==> src/rtl/mem_arb_pkg.sv <==
// Shared types for the data memory arbiter: FSM states, access sizes and
// the bank-select encoding of byte address bit 0.
package mem_arb_pkg;

  typedef enum logic {
    IDLE  = 1'b0,
    BURST = 1'b1
  } arb_state_t;

  typedef enum logic {
    SIZE_BYTE = 1'b0,
    SIZE_HALF = 1'b1
  } acc_size_t;

  localparam logic BANK_EVEN = 1'b0;
  localparam logic BANK_ODD  = 1'b1;

endpackage

==> src/rtl/mem_bank_mapper.sv <==
// Combinational splitter from one byte-addressed access onto the even/odd
// byte banks, including the merged read data.
module mem_bank_mapper
  import mem_arb_pkg::*;
#(
  parameter int ADDR_W  = 9,
  parameter int BANK_AW = 8
) (
  input  logic [ADDR_W-1:0]  addr,
  input  acc_size_t          size,
  input  logic               we,
  input  logic [15:0]        wdata,
  input  logic [7:0]         even_rdata,
  input  logic [7:0]         odd_rdata,
  output logic [BANK_AW-1:0] even_addr,
  output logic [BANK_AW-1:0] odd_addr,
  output logic               even_we,
  output logic               odd_we,
  output logic [7:0]         even_wdata,
  output logic [7:0]         odd_wdata,
  output logic [15:0]        rdata
);

  logic [BANK_AW-1:0] row;
  logic               lane;

  assign row  = addr[ADDR_W-1:1];
  assign lane = addr[0];

  always_comb begin
    even_addr  = row;
    odd_addr   = row;
    even_we    = 1'b0;
    odd_we     = 1'b0;
    even_wdata = wdata[7:0];
    odd_wdata  = wdata[7:0];
    rdata      = '0;
    if (size == SIZE_BYTE) begin
      if (lane == BANK_EVEN) begin
        even_we = we;
        rdata   = {8'h00, even_rdata};
      end else begin
        odd_we = we;
        rdata  = {8'h00, odd_rdata};
      end
    end else begin
      even_we = we;
      odd_we  = we;
      if (lane == BANK_ODD) begin
        // Misaligned halfword: high byte spills into the next even row, wrapping.
        even_addr  = row + 1'b1;
        even_wdata = wdata[15:8];
        rdata      = {even_rdata, odd_rdata};
      end else begin
        odd_wdata = wdata[15:8];
        rdata     = {odd_rdata, even_rdata};
      end
    end
  end

endmodule

==> src/rtl/data_mem_arbiter.sv <==
// Arbitrates the even/odd data banks between the core MEM stage and a burst
// DMA port: core priority when idle, alternation during bursts, starvation guard.
module data_mem_arbiter
  import mem_arb_pkg::*;
#(
  parameter int ADDR_W       = 9,
  parameter int BANK_AW      = 8,
  parameter int LEN_W        = 8,
  parameter int STARVE_LIMIT = 8
) (
  input  logic               clk,
  input  logic               reset,
  input  logic               core_req,
  input  logic               core_we,
  input  logic               core_byte,
  input  logic [ADDR_W-1:0]  core_addr,
  input  logic [15:0]        core_wdata,
  output logic [15:0]        core_rdata,
  output logic               core_stall,
  input  logic               dma_req,
  input  logic               dma_we,
  input  logic [ADDR_W-1:0]  dma_addr,
  input  logic [LEN_W-1:0]   dma_len,
  output logic               dma_ack,
  input  logic [15:0]        dma_wdata,
  output logic               dma_wready,
  output logic [15:0]        dma_rdata,
  output logic               dma_rvalid,
  output logic               dma_done,
  output logic [BANK_AW-1:0] even_addr,
  output logic [BANK_AW-1:0] odd_addr,
  output logic               even_we,
  output logic               odd_we,
  output logic [7:0]         even_wdata,
  output logic [7:0]         odd_wdata,
  input  logic [7:0]         even_rdata,
  input  logic [7:0]         odd_rdata
);

  localparam int CNT_W = $clog2(STARVE_LIMIT + 1);

  arb_state_t         state_reg, state_next;
  logic [CNT_W-1:0]   starve_cnt_reg, starve_cnt_next;
  logic               last_dma_reg, last_dma_next;
  logic [LEN_W-1:0]   remaining_reg, remaining_next;
  logic [ADDR_W-1:0]  cur_addr_reg, cur_addr_next;
  logic               burst_we_reg, burst_we_next;
  logic               core_served, beat, accept, done;

  always_ff @(posedge clk) begin
    if (reset) begin
      state_reg      <= IDLE;
      starve_cnt_reg <= '0;
      last_dma_reg   <= 1'b0;
      remaining_reg  <= '0;
      cur_addr_reg   <= '0;
      burst_we_reg   <= 1'b0;
    end else begin
      state_reg      <= state_next;
      starve_cnt_reg <= starve_cnt_next;
      last_dma_reg   <= last_dma_next;
      remaining_reg  <= remaining_next;
      cur_addr_reg   <= cur_addr_next;
      burst_we_reg   <= burst_we_next;
    end
  end

  always_comb begin
    state_next      = state_reg;
    starve_cnt_next = starve_cnt_reg;
    last_dma_next   = last_dma_reg;
    remaining_next  = remaining_reg;
    cur_addr_next   = cur_addr_reg;
    burst_we_next   = burst_we_reg;
    core_served     = 1'b0;
    beat            = 1'b0;
    accept          = 1'b0;
    done            = 1'b0;
    case (state_reg)
      IDLE: begin
        if (dma_req && (!core_req || starve_cnt_reg == CNT_W'(STARVE_LIMIT))) begin
          accept          = 1'b1;
          state_next      = BURST;
          cur_addr_next   = dma_addr;
          remaining_next  = (dma_len == '0) ? LEN_W'(1) : dma_len;
          burst_we_next   = dma_we;
          last_dma_next   = 1'b0;
          starve_cnt_next = '0;
        end else begin
          core_served     = core_req;
          starve_cnt_next = (dma_req && core_req) ? starve_cnt_reg + 1'b1 : '0;
        end
      end
      BURST: begin
        // Core may only cut in right after a DMA beat, so its stall is one cycle max.
        if (core_req && last_dma_reg) begin
          core_served   = 1'b1;
          last_dma_next = 1'b0;
        end else begin
          beat           = 1'b1;
          last_dma_next  = 1'b1;
          cur_addr_next  = cur_addr_reg + ADDR_W'(2);
          remaining_next = remaining_reg - 1'b1;
          if (remaining_reg == LEN_W'(1)) begin
            done       = 1'b1;
            state_next = IDLE;
          end
        end
      end
      default: state_next = IDLE;
    endcase
  end

  logic [ADDR_W-1:0]  map_addr;
  acc_size_t          map_size;
  logic               map_we;
  logic [15:0]        map_wdata, map_rdata;
  logic [BANK_AW-1:0] map_even_addr, map_odd_addr;
  logic               map_even_we, map_odd_we;
  logic [7:0]         map_even_wdata, map_odd_wdata;
  logic               live;

  assign live      = ~reset;
  assign map_addr  = beat ? cur_addr_reg : core_addr;
  assign map_size  = (beat || !core_byte) ? SIZE_HALF : SIZE_BYTE;
  assign map_we    = (beat & burst_we_reg) | (core_served & core_we);
  assign map_wdata = beat ? dma_wdata : core_wdata;

  mem_bank_mapper #(
    .ADDR_W  (ADDR_W),
    .BANK_AW (BANK_AW)
  ) u_mapper (
    .addr       (map_addr),
    .size       (map_size),
    .we         (map_we),
    .wdata      (map_wdata),
    .even_rdata (even_rdata),
    .odd_rdata  (odd_rdata),
    .even_addr  (map_even_addr),
    .odd_addr   (map_odd_addr),
    .even_we    (map_even_we),
    .odd_we     (map_odd_we),
    .even_wdata (map_even_wdata),
    .odd_wdata  (map_odd_wdata),
    .rdata      (map_rdata)
  );

  // Every output is forced quiet while reset is high, including bank writes.
  assign core_rdata = (live && core_served) ? map_rdata : '0;
  assign core_stall = live & core_req & ~core_served;
  assign dma_ack    = live & accept;
  assign dma_wready = live & beat & burst_we_reg;
  assign dma_rvalid = live & beat & ~burst_we_reg;
  assign dma_rdata  = (live && beat && !burst_we_reg) ? map_rdata : '0;
  assign dma_done   = live & done;
  assign even_addr  = live ? map_even_addr : '0;
  assign odd_addr   = live ? map_odd_addr : '0;
  assign even_we    = live & map_even_we;
  assign odd_we     = live & map_odd_we;
  assign even_wdata = live ? map_even_wdata : '0;
  assign odd_wdata  = live ? map_odd_wdata : '0;

endmodule

==> config.mk <==
export PLATFORM = sky130hd
export DESIGN_NAME = data_mem_arbiter
export DESIGN_NICKNAME = d
export VERILOG_FILES = /design/src/rtl/mem_arb_pkg.sv /design/src/rtl/mem_bank_mapper.sv /design/src/rtl/data_mem_arbiter.sv
export SDC_FILE = /design/constraint.sdc
export NUM_CORES = 1
export LEC_CHECK = 0
export CORE_UTILIZATION = 41
export CTS_CLUSTER_SIZE = 8
export DETAILED_ROUTE_END_ITERATION = 12
export GPL_TIMING_DRIVEN = 0
export PLACE_DENSITY = 0.92
export SYNTH_ARGS = -nofsm -noshare
export SYNTH_HDL_FRONTEND = slang
export SYNTH_HIERARCHICAL = 1
export SYNTH_SLANG_ARGS = --single-unit
==> constraint.sdc <==
create_clock -name clk -period 2.5 [get_ports clk]
set_input_delay 0.25 -clock clk [delete_from_list [all_inputs] [get_ports clk]]
set_output_delay 0.25 -clock clk [all_outputs]
set_load 0.01 [all_outputs]
Word level (Yosys, flattened, before mapping):

Cells that the tools add are included.

* flip-flop bits (word level): 24
* input bits: 81
* output and inout port bits: 71

* $add $sub $neg: 4
* equal/unequal tests: 4
* mux-type cells: 46
* bitwise operators: 16
* reduce and logical (&&, ||, !) cells: 14

Operator list (number)
* 8-bit 2-to-1 mux: 14
* 16-bit 2-to-1 mux: 5
* 9-bit 2-to-1 mux: 3
* 9-bit case mux with 2 select lines: 1
* 1-bit 2-to-1 mux: 17
* 8-bit case mux with 2 select lines: 1
* 1-bit bitwise AND: 11
* 9-bit by 2-bit adder with 9-bit output (second input constant): 1
* 8-bit by 1-bit adder with 8-bit output (second input constant): 1
* 8-bit by 1-bit equality test with 1-bit output (second input constant): 1
* 8-bit logical NOT: 1
* 4-bit 2-to-1 mux: 2
* 8-bit by 1-bit subtractor with 8-bit output (second input constant): 1
* 1-bit logical AND: 6
* 1-bit case mux with 2 select lines: 3
* 4-bit by 1-bit adder with 4-bit output (second input constant): 1
* 4-bit equality test (second input constant): 1
* 2-bit != test (second input constant): 2
* 1-bit NOT: 4
* 2-bit AND reduction: 2
* 1-bit logical NOT: 3
* 1-bit logical OR: 2
* 1-bit OR: 1

Depth between registers and ports, before layout:

Gate-level depths: netlist of run 1.

* depth after elaboration: 10
* depth in mapped cells: 11
* mapped depth without buffers: 8

By module:

Netlist of run 1, hierarchy kept.

By module, submodules not included
* data_mem_arbiter: instances 1, cells an instance 338, area an instance 2238.4 um^2, seq. area each 480.5 um^2
* mem_bank_mapper: instances 1, cells an instance 94, area an instance 680.7 um^2, seq. area each 0.0 um^2

Worst setup path before layout of run 1:

No wires, ideal clock.

* path kind: input -> output
* start: in core_req
* end: out even_addr[3]
* arrival: 2.036 ns
* required time: 2.250 ns
* slack: 0.214 ns
* stages: 11
* path buffers: 5
* path through: buf_2 -> a21bo_2 -> buf_2 -> buf_1 -> nand2_1 -> and2_1 -> buf_6 -> buf_8 -> nand2_4 -> xnor2_2 -> nor2b_1

RTL lines
* from (decl): RTL line data_mem_arbiter.sv:13 `input logic core_req,`
* 1-bit logical AND: RTL line data_mem_arbiter.sv:96 `if (core_req && last_dma_reg) begin`
* 1-bit 2-to-1 mux: RTL line data_mem_arbiter.sv:96
* 1-bit 2-to-1 mux: RTL line data_mem_arbiter.sv:79 `case (state_reg)`
* 1-bit logical OR: RTL line data_mem_arbiter.sv:125 `assign map_size = (beat || !core_byte) ? SIZE_HALF : SIZE_BYTE;`
* 1-bit 2-to-1 mux: RTL line data_mem_arbiter.sv:125
* named net map_size: RTL line data_mem_arbiter.sv:115 `acc_size_t map_size;`
* 8-bit 2-to-1 mux: RTL line mem_bank_mapper.sv:38 `if (size == SIZE_BYTE) begin`
* named net map_even_addr[3]: RTL line data_mem_arbiter.sv:118 `logic [BANK_AW-1:0] map_even_addr, map_odd_addr;`
* 8-bit 2-to-1 mux: RTL line data_mem_arbiter.sv:156 `assign even_addr = live ? map_even_addr : '0;`
* to (decl): RTL line data_mem_arbiter.sv:30 `output logic [BANK_AW-1:0] even_addr,`

The timed path passes the listed nets, and every way through them passes these cells.

Worst setup path after layout of run 1:

* start: reg starve_cnt_reg[0]
* end: out core_stall

* word-level cells in the longest chain between the ends: 7

RTL lines
* from (decl): RTL line data_mem_arbiter.sv:43 `logic [CNT_W-1:0] starve_cnt_reg, starve_cnt_next;`
* from (signal assigned): RTL line data_mem_arbiter.sv:60 `starve_cnt_reg <= starve_cnt_next;`
* 4-bit equality test: RTL line data_mem_arbiter.sv:81 `if (dma_req && (!core_req || starve_cnt_reg == CNT_W'(STARVE_LIMIT))) begin`
* 1-bit logical OR: RTL line data_mem_arbiter.sv:81
* 1-bit logical AND: RTL line data_mem_arbiter.sv:81
* 1-bit 2-to-1 mux: RTL line data_mem_arbiter.sv:81
* 1-bit case mux with 2 select lines: RTL line data_mem_arbiter.sv:79
* 1-bit NOT: RTL line data_mem_arbiter.sv:150 `assign core_stall = live & core_req & ~core_served;`
* 1-bit bitwise AND: RTL line data_mem_arbiter.sv:150
* to (decl): RTL line data_mem_arbiter.sv:19 `output logic core_stall,`

No other way between the ends.

==> results of run 1 <==
-- per-stage QoR --
step,util (%),setup WS [ps]
2_1_floorplan,-,214
3_3_place_gp,66.5,-636
3_5_place_dp,66.5,-738
4_1_cts,70.0,-194
5_1_grt,70.9,-17.4
6_report,70.9,35.8
-- per-layer routing --
| layer | wire (µm) | global-route usage (%) | up-vias |
|---|---|---|---|
| met5 | 0 | 0 | - |
| met2 | 5900 | 54.3 | 219 |
| met4 | 318 | 9.70 | 0 |
| met3 | 779 | 3.14 | 40 |
| met1 | 4540 | 33.2 | 1829 |
| li1 | - | - | 1832 |
-- kinds of logic (layout without fill, tap and decap cells) --
logic type               after synthesis  after routing  synth area share [%]
AND/OR/NAND/NOR                      262            262                  44.2
AO/OA/AOI/OAI                         59             59                  15.1
buffers and inverters                 44            221                  8.19
multiplexers                          30             30                  11.1
flip-flops                            24             24                  16.5
XOR/XNOR                               7              7                  2.36
adder cells (fa/ha/maj)                6              6                  2.57
-- synthesized netlist by cell type (3+ instances only) --
cell	instances
and3_1	5
buf_4	9
ha_1	6
inv_1	6
buf_2	5
a31oi_1	6
dfxtp_1	24
a21oi_1	14
buf_6	3
nand4_1	6
and2_1	33
buf_1	3
o21ai_0	3
mux2_2	18
o211ai_1	3
nand3_1	15
nor2_1	28
nand2_1	121
clkbuf_1	15
xnor2_1	6
nor2b_1	35
a211oi_1	5
mux2i_1	12
and4_1	3
-- cells in the final DEF, fill, tap and decap left out, types with 3 or more instances in the layout --
cell type | Yosys | routed
ha_1 | 6 | 6
buf_4 | 9 | 31
a31oi_1 | 6 | 6
buf_6 | 3 | 5
mux2_2 | 18 | 17
o21ai_0 | 3 | 3
inv_1 | 6 | 6
clkdlybuf4s50_1 | 0 | 91
clkbuf_2 | 0 | 16
o211ai_1 | 3 | 3
dfxtp_1 | 24 | 20
and3_1 | 5 | 5
and4_1 | 3 | 3
clkbuf_1 | 15 | 11
xnor2_1 | 6 | 6
nand3_1 | 15 | 15
buf_2 | 5 | 5
nand2_1 | 121 | 115
a211oi_1 | 5 | 4
nand2_2 | 1 | 5
a21oi_1 | 14 | 14
nor2b_1 | 35 | 34
buf_8 | 1 | 4
and2_1 | 33 | 33
dlygate4sd2_1 | 0 | 30
nor2_1 | 28 | 27
nand4_1 | 6 | 6
clkdlybuf4s15_1 | 0 | 11
mux2i_1 | 12 | 12
clkbuf_8 | 0 | 4
-- final timing paths --
path                      from                 to  slack, ps  cells after the start
max          starve_cnt_reg[0]         core_stall         40                      7
min          starve_cnt_reg[1]  starve_cnt_reg[1]        490                      2
max reg2reg  starve_cnt_reg[0]   remaining_reg[5]        560                      7
min reg2reg  starve_cnt_reg[1]  starve_cnt_reg[1]        490                      2
-- power breakdown --
part	switching, µW	internal [µW]
registers	35.5	412
logic	429	474
clock network	136	141
total	600	1030
-- cell type report --
class                           instances  area (µm²)  area share [%]
Inverter                                8        31.3           0.646
Sequential cell                        24         490            10.1
Buffer                                 36         289            5.97
Tap cell                               96         120            2.48
Multi-Input combinational cell        364        2300            47.4
Clock buffer                            4        55.1            1.14
Timing Repair Buffer                  173        1560            32.2
-- timing repair --
| item | 4_1_cts | 5_1_grt |
|---|---|---|
| pin swaps | 5 | 5 |
| gates cloned | 1 | 0 |
| endpoints found under the setup margin | 70 | 57 |
| buffers inserted | 15 | 7 |
| resized for setup | 105 | 54 |
-- worst max-delay path, stage by stage (launching register included) --
cell	delay [ps]
dfxtp_2	350
inv_1	70
ha_1	190
nand3b_4	120
a32oi_2	290
buf_6	180
and3_1	190
clkdlybuf4s50_1	560
==> metrics.md, run 1 <==
| Metric | Value |
|---|---|
| Setup Total Neg Slack | 0 ps |
| Cts hold-fix bufs | 0 |
| Synth top area share | 16.5% |
| Antenna diode count | 0 |
| Maximum clock frequency | about 410 MHz |
| Grt ovf | 0 |
| Area growth, synth to finish | 65.8% |
| Relative slew slack | 62.6% |
| First-pass GRT wire length | 17100 µm |
| Final ANT Viol Nets | 0 |
| Layout cells sized above 1 | 18.9% |
| Chip Height | about 86 µm |
| GRT Resource Usage Total | 28.6% |
| Status | finished clean |
| CTS root buf | clkbuf_8 |
| Warnings from Yosys | 6 |
| Period utilization | 98.6% |
| Fin nets | 697 |
| Die width | 86.4 µm |
| Seq/Total Area, Yosys | about 16% |
| Initial antenna violation count | 0 |
| Starting density of the core | a little over two fifths |
| Lkg Pwr | roughly 0.0022 µW |
| Syn_nets | slightly above 500 |
| Worst Path Required | 2250 ps |
| Fin crit period | 2460 ps |
| Placed Instances | roughly 680 |
| Final RePlAce weighted congestion | ~0.95 |
| Finished Layout Cells | 705 |
| Max reg flops | 9 |
| Clock Latency Late Sink | 270 ps |
| Post-synth EDFFs | 0 |
| Crit-path max FO | 10 |
| Main synth FF type | dfxtp_1 |
| PD cells | 336 mW/mm² |
| Synth Cell Area | between 0.002 and 0.003 mm² |
| Via count | between 3000 and 4000 |
| Crit path arrival time | 2210 ps |
| Max Root-Sink Buffers | 2 |
| Cells after Synth | 432 |
| Clk pin slew, worst setup/hold paths | 90 ps |
| Syn avg cell area | 6.76 µm² |
| Placement Cell Area | 0.00454 mm² |
| Wire per inst | 16.4 µm |
| Final setup vio count | 0 |
| Vias per cell | 5.56 |
| DRC | 0 |
| Die ar. | 0.00746 mm² |
| Hold Fails Final Rpt | 0 |
| Vias in the first global route | 3558 |
| Total CTS buffers | 3 |
| CTS tree | done |
| Htree depth | 1 |
| Endpoint class of the critical path | output port |
| Area contributors post-synth | dfxtp_1 (16%), nand2_1 (16%), nor2b_1 (7.5%) |
| Num Clock Sinks | 24 |
| CP startpoint kind | flip-flop |
| Worst-margin pin slew | approximately 560 ps |
| # IOs | 152 |
| Port bufs | 150 |
| Pin count of the biggest net entering global routing | 14 |
| Std-Cell Rows | 30 |
| Iteration-0 DRC Markers | 358 |
| Drt total wl | 11500 µm |
| Distinct cells, synth | 63 |
| Fin Hold WS | 494 ps |
| Final Cell Area | about 0.0048 mm² |
| Final Slew Violations | 0 |
| Fillers | 505 |
| Total power | 1630 µW |
| Dominant cell type by area after synthesis | dfxtp_1 |
| Critical path type | reg -> out |
| Core area | 0.00683 mm² |
| Async set-or-reset flop fraction in the synthesized netlist | 0% |
| Max_cap viols | 0 |
| DR pass1 iterations | 6 |
| #FFs+latches synth | 24 |
| Dpl hpwl | 8190 µm |
| VDD IR-drop max | 0.000382 V |
| Setup Skew | 7.50 ps |
| Hold crit path type | reg -> reg |
No activity file was read; power rests on OpenSTA's default activity.
==> run 2: changes to the inputs <==
Settings changed: MAX_ROUTING_LAYER set to met4.
==> run 2 against run 1 <==
Against the previous run:
- via count grew 0.51%
- routed wire length grew 3.4%
- die area is the same
- critical endpoint is now core_rdata[12]
- largest cell class unchanged
- highest routed layer unchanged
==> metrics.md, run 2 (synthesized netlist as in run 1, its figures left out) <==
| Metric | Value |
|---|---|
| Status | finished clean |
| Placement Cell Area | 0.00454 mm² |
| Setup WS pre-CTS | -669 ps |
| Clk pin slew, worst setup/hold paths | 90 ps |
| Lkg Pwr | 0.00238 µW |
| Slowest-stage cell, CP | dfxtp_4 |
| Max Root-Sink Buffers | 2 |
| Worst-margin pin slew | ~600 ps |
| CTS root buf | clkbuf_8 |
| Switching Fraction | 37.0% |
| Num Clock Sinks | 24 |
| Crit path cell chain | a21bo_4 -> buf_8 -> nand2_1 -> nand2_2 -> buf_6 -> buf_12 -> mux2i_1 -> nor2_1 -> buf_4 -> and2_1 -> clkbuf_2 |
| Switching power | ~610 µW |
| Iteration-0 DRC Markers | roughly 280 |
| Fin nets | 703 |
| Placed Instances | 678 |
| CTS tree | done |
| RSZ-0062 raised after global routing | yes |
| Final Slew Violations | 0 |
| Clock Latency Late Sink | 280 ps |
| Via count | 3940 |
| Crit-path max FO | 10 |
| Initial antenna violation count | 0 |
| Total power | 1660 µW |
| Final Cell Area | 0.00497 mm² |
| Std-Cell Rows | 30 |
| Wire per inst | 16.8 µm |
| Vias in the first global route | 3741 |
| Hold Fails Final Rpt | 0 |
| GRT Resource Usage Total | 30.5% |
| Drt total wl | 11900 µm |
| Area growth, synth to finish | 70.2% |
| Hold crit path type | reg -> reg |
| Clk pwr share | 16.7% |
| Core area | 0.00683 mm² |
| Period utilization | roughly 100% |
| Starting density of the core | 42.7% |
| Vias per cell | 5.54 |
| Final setup vio count | 0 |
| Dpl hpwl | 8330 µm |
| Final ANT Viol Nets | 0 |
| Final RePlAce weighted congestion | between 0.9 and 1 |
| Grt ovf | 0 |
| Max_cap viols | 0 |
| Internal | 1050 µW |
| Antenna diode count | 0 |
| Maximum clock frequency | 401 MHz |
| Endpoint class of the critical path | output port |
| First-pass GRT wire length | 17500 µm |
| Buf/Inv on CP | 5 |
| Sequential Power Share | 27.0% |
| CP startpoint kind | flip-flop |
| Crit path arrival time | 2250 ps |
| VDD IR-drop max | between 0.0002 and 0.0003 V |
| Setup Skew | ~4.0 ps |
| Port bufs | 150 |
| # IOs | 152 |
| Die width | between 80 and 90 µm |
| DR pass1 iterations | 5 |
| PD cells | 334 mW/mm² |
| Final WS setup | 4.73 ps |
| Comb power frac | 56.3% |
| Commonest cells after routing, fill and taps aside | nand2_1 (113), clkdlybuf4s50_1 (90), buf_4 (37) |
| Die ar. | 0.00746 mm² |
| DRC | 0 |
| Layout cells sized above 1 | 20.5% |
| Relative slew slack | 60.8% |
| Most common cell after layout, fill and taps aside | nand2_1 |
| Total CTS buffers | 3 |
| Worst Path Required | 2250 ps |
| Pin count of the biggest net entering global routing | 14 |
| Max incr delay on CP | around 370 ps |
| Htree depth | 1 |
| Top delay family on crit path | buffers and inverters |
| Final core utilization | about 73% |
| Finished Layout Cells | slightly above 700 |
| Max reg flops | 9 |
| Fin crit period | between 2000 and 2500 ps |
| Chip Height | 86.4 µm |
| Critical path type | reg -> out |
## run 2: cell types whose count changed in the layout (fill, tap and decap cells not counted), moves of 3 or more
cell | before | now
buf_4 | 31 | 37
dlygate4sd2_1 | 30 | 24
clkbuf_2 | 16 | 13
dlymetal6s2s_1 | 2 | 10
## run 2: through the flow
step / hold WS [ps] / TNS, ps
after floorplan: 383 / 0
after global placement: 465 / -26480
after detailed placement: 485 / -28360
after CTS: 483 / -63.7
after global routing: 516 / -292
final: 493 / 0
## run 2: routing by layer
metal | GRT usage [%] | part of all wire (%) | up-vias
met3 | 3.14 | 7.3 | 43
met5 | - | 0 | -
met4 | 12.0 | 3.1 | 0
met1 | 33.8 | 38 | 1844
li1 | - | - | 1842
met2 | 55.9 | 52 | 211
## run 2: power by group through the flow
stage / logic [µW] / clock network, µW / registers, µW
detailed placement: 833 / 0 / 456
floorplan: 472 / 0 / 446
global placement: 807 / 0 / 453
CTS: 870 / 274 / 446
finish: 935 / 277 / 449
global route: 999 / 298 / 452
## run 2: timing repair
item                       in CTS  in global routing
hold buffers                    0                  0
buffers inserted               15                 13
pin swaps                       8                 12
setup endpoints to repair      70                 51
cloned                          1                  0
hold endpoints to repair        0                  0
gates resized for setup       105                 62
## run 2: tightest hold or removal path, cell delays in order, from the launching register on
cell and delay (ps):
dfxtp_2 340, nand2_1 60, a21oi_1 50
## run 2: final timing paths
kind	start	end	slack, ps	cells past startpoint
setup reg to reg	starve_cnt_reg[0]	remaining_reg[5]	600	7
hold / removal	starve_cnt_reg[1]	starve_cnt_reg[1]	490	2
setup / recovery	state_reg	core_rdata[12]	5	11
hold reg to reg	starve_cnt_reg[1]	starve_cnt_reg[1]	490	2
## run 2: layout make-up
class                   instances  area (µm²)
multi-input cells             364        2340
fillers                       503        1860
repair buffers                179        1650
flip-flops and latches         24         490
plain buffers                  36         287
well taps                      96         120
clock buffers                   4        55.1
inverters                       8        31.3
==> edit (flow settings as in run 1) <==
`cur_addr_reg` no longer has a reset.
--- a/src/rtl/data_mem_arbiter.sv
+++ b/src/rtl/data_mem_arbiter.sv
@@ -53,16 +53,18 @@
       starve_cnt_reg <= '0;
       last_dma_reg   <= 1'b0;
       remaining_reg  <= '0;
-      cur_addr_reg   <= '0;
       burst_we_reg   <= 1'b0;
     end else begin
       state_reg      <= state_next;
       starve_cnt_reg <= starve_cnt_next;
       last_dma_reg   <= last_dma_next;
       remaining_reg  <= remaining_next;
-      cur_addr_reg   <= cur_addr_next;
       burst_we_reg   <= burst_we_next;
     end
+  end
+
+  always_ff @(posedge clk) begin
+    cur_addr_reg <= cur_addr_next;
   end
 
   always_comb begin
Behaviour: same outputs for any inputs over 10 cycles, from zero or initial values and one cycle with reset high; that may be too few to reach the edited logic, so the function may still have changed.
==> edit against run 1 <==
  * Worst setup slack gained 0.049 ns
  * Cell area decreased by 0.44%
  * Synthesized area down 1.2%
  * Clock skew down 0.0043 ns
  * Total power increased by 4.8%
  * Sequential cell count is the same
  * Global-route usage fell by 0.62 points
  * Via count decreased by 6.6%
  * Wire length shrank 7.0%
  * Non-clock buffer count down 6
  * Highest routed layer unchanged
  * Register-to-register slack gained 0.19 ns
==> edit: results (changes against run 1) <==
fmax_mhz: 414  # +2.0%
skew_ns: 0.00317  # -0.00433 ns
min_to: "cur_addr_reg[0]"
outcome: "finished, final reports clean"
use_met2_pct: 53.0  # -1.4 points
io_buffers: 151  # +0.67%
met1_usage_pct: 31.8  # -1.4 points
syn-num-nets: 502  # -3.3%
wl_met2_mm: 5.59  # -5.3%
layout.nets: 677  # -2.9%
p_comb_mw: 0.891  # -1%
ys_top_cells_by_count: "119 x nand2_1, 36 x nor2b_1, 34 x and2_1, 30 x nor2_1, 17 x mux2_2"
track_usage_pct: 28.0  # -0.62 points
rr_startpoint: "remaining_reg[0]"
grt_pass1_vias: 3402  # -4.4%
hpwl_mm: 7.95  # -3.0%
drt_pass1_iterations: 5  # -1
timing.rr.end: "remaining_reg[6]"
met3_length_um: 824  # +5.8%
p_clk_share_pct: 20.1  # +3.1 points
p_sw_share_pct: 33.7  # -3.2 points
m1WireLength_mm: 4.00  # -12%
globalplace.congestion: 0.884  # -7.0%
synth_xor_area_share_pct: 4.21  # +1.8 points
cp-endpoint: "dma_rdata[14]"
synth_compound_area_share_pct: 11.3  # -3.8 points
synth_edf_count: 9  # +9
drt-wirelength-per-cell_um: 15.7  # -4.3%
grt_max_degree: 15  # +1
worstHoldStart: "core_req"
[edit: changes by cell type after synthesis, moves of 4 or more]
cell,change
dfxtp_1,-9
edfxtp_1,+9
nand3_1,-6
and3_1,-4
o21ai_0,+4
xnor2_1,+4
[edit: timing repair]
action,CTS,global route
pin swaps,10,6
endpoints found under the hold margin,0,0
setup endpoints to repair,70,66
gates cloned,2,1
resized for setup,208,34
buffers inserted,11,9
hold buffers,0,0
[edit: critical path, cell delays in order (launching register included)]
cell	delay (ns)
dfxtp_4	0.37
a21bo_1	0.20
buf_6	0.12
buf_4	0.14
clkbuf_16	0.16
nand2_8	0.09
buf_12	0.11
clkinv_2	0.14
nor2_1	0.15
and2_1	0.14
dlygate4sd2_1	0.28
[edit: area by class of cell]
class                      instances  area (µm²)
buffer                            30         272
clock buffer                       3        41.3
clock inverter                     1        30.0
fill                             523        1970
inverter                           7        32.5
multi-input combinational        351        2200
sequential                        24         578
tap                               96         120
timing repair buffer             173        1550
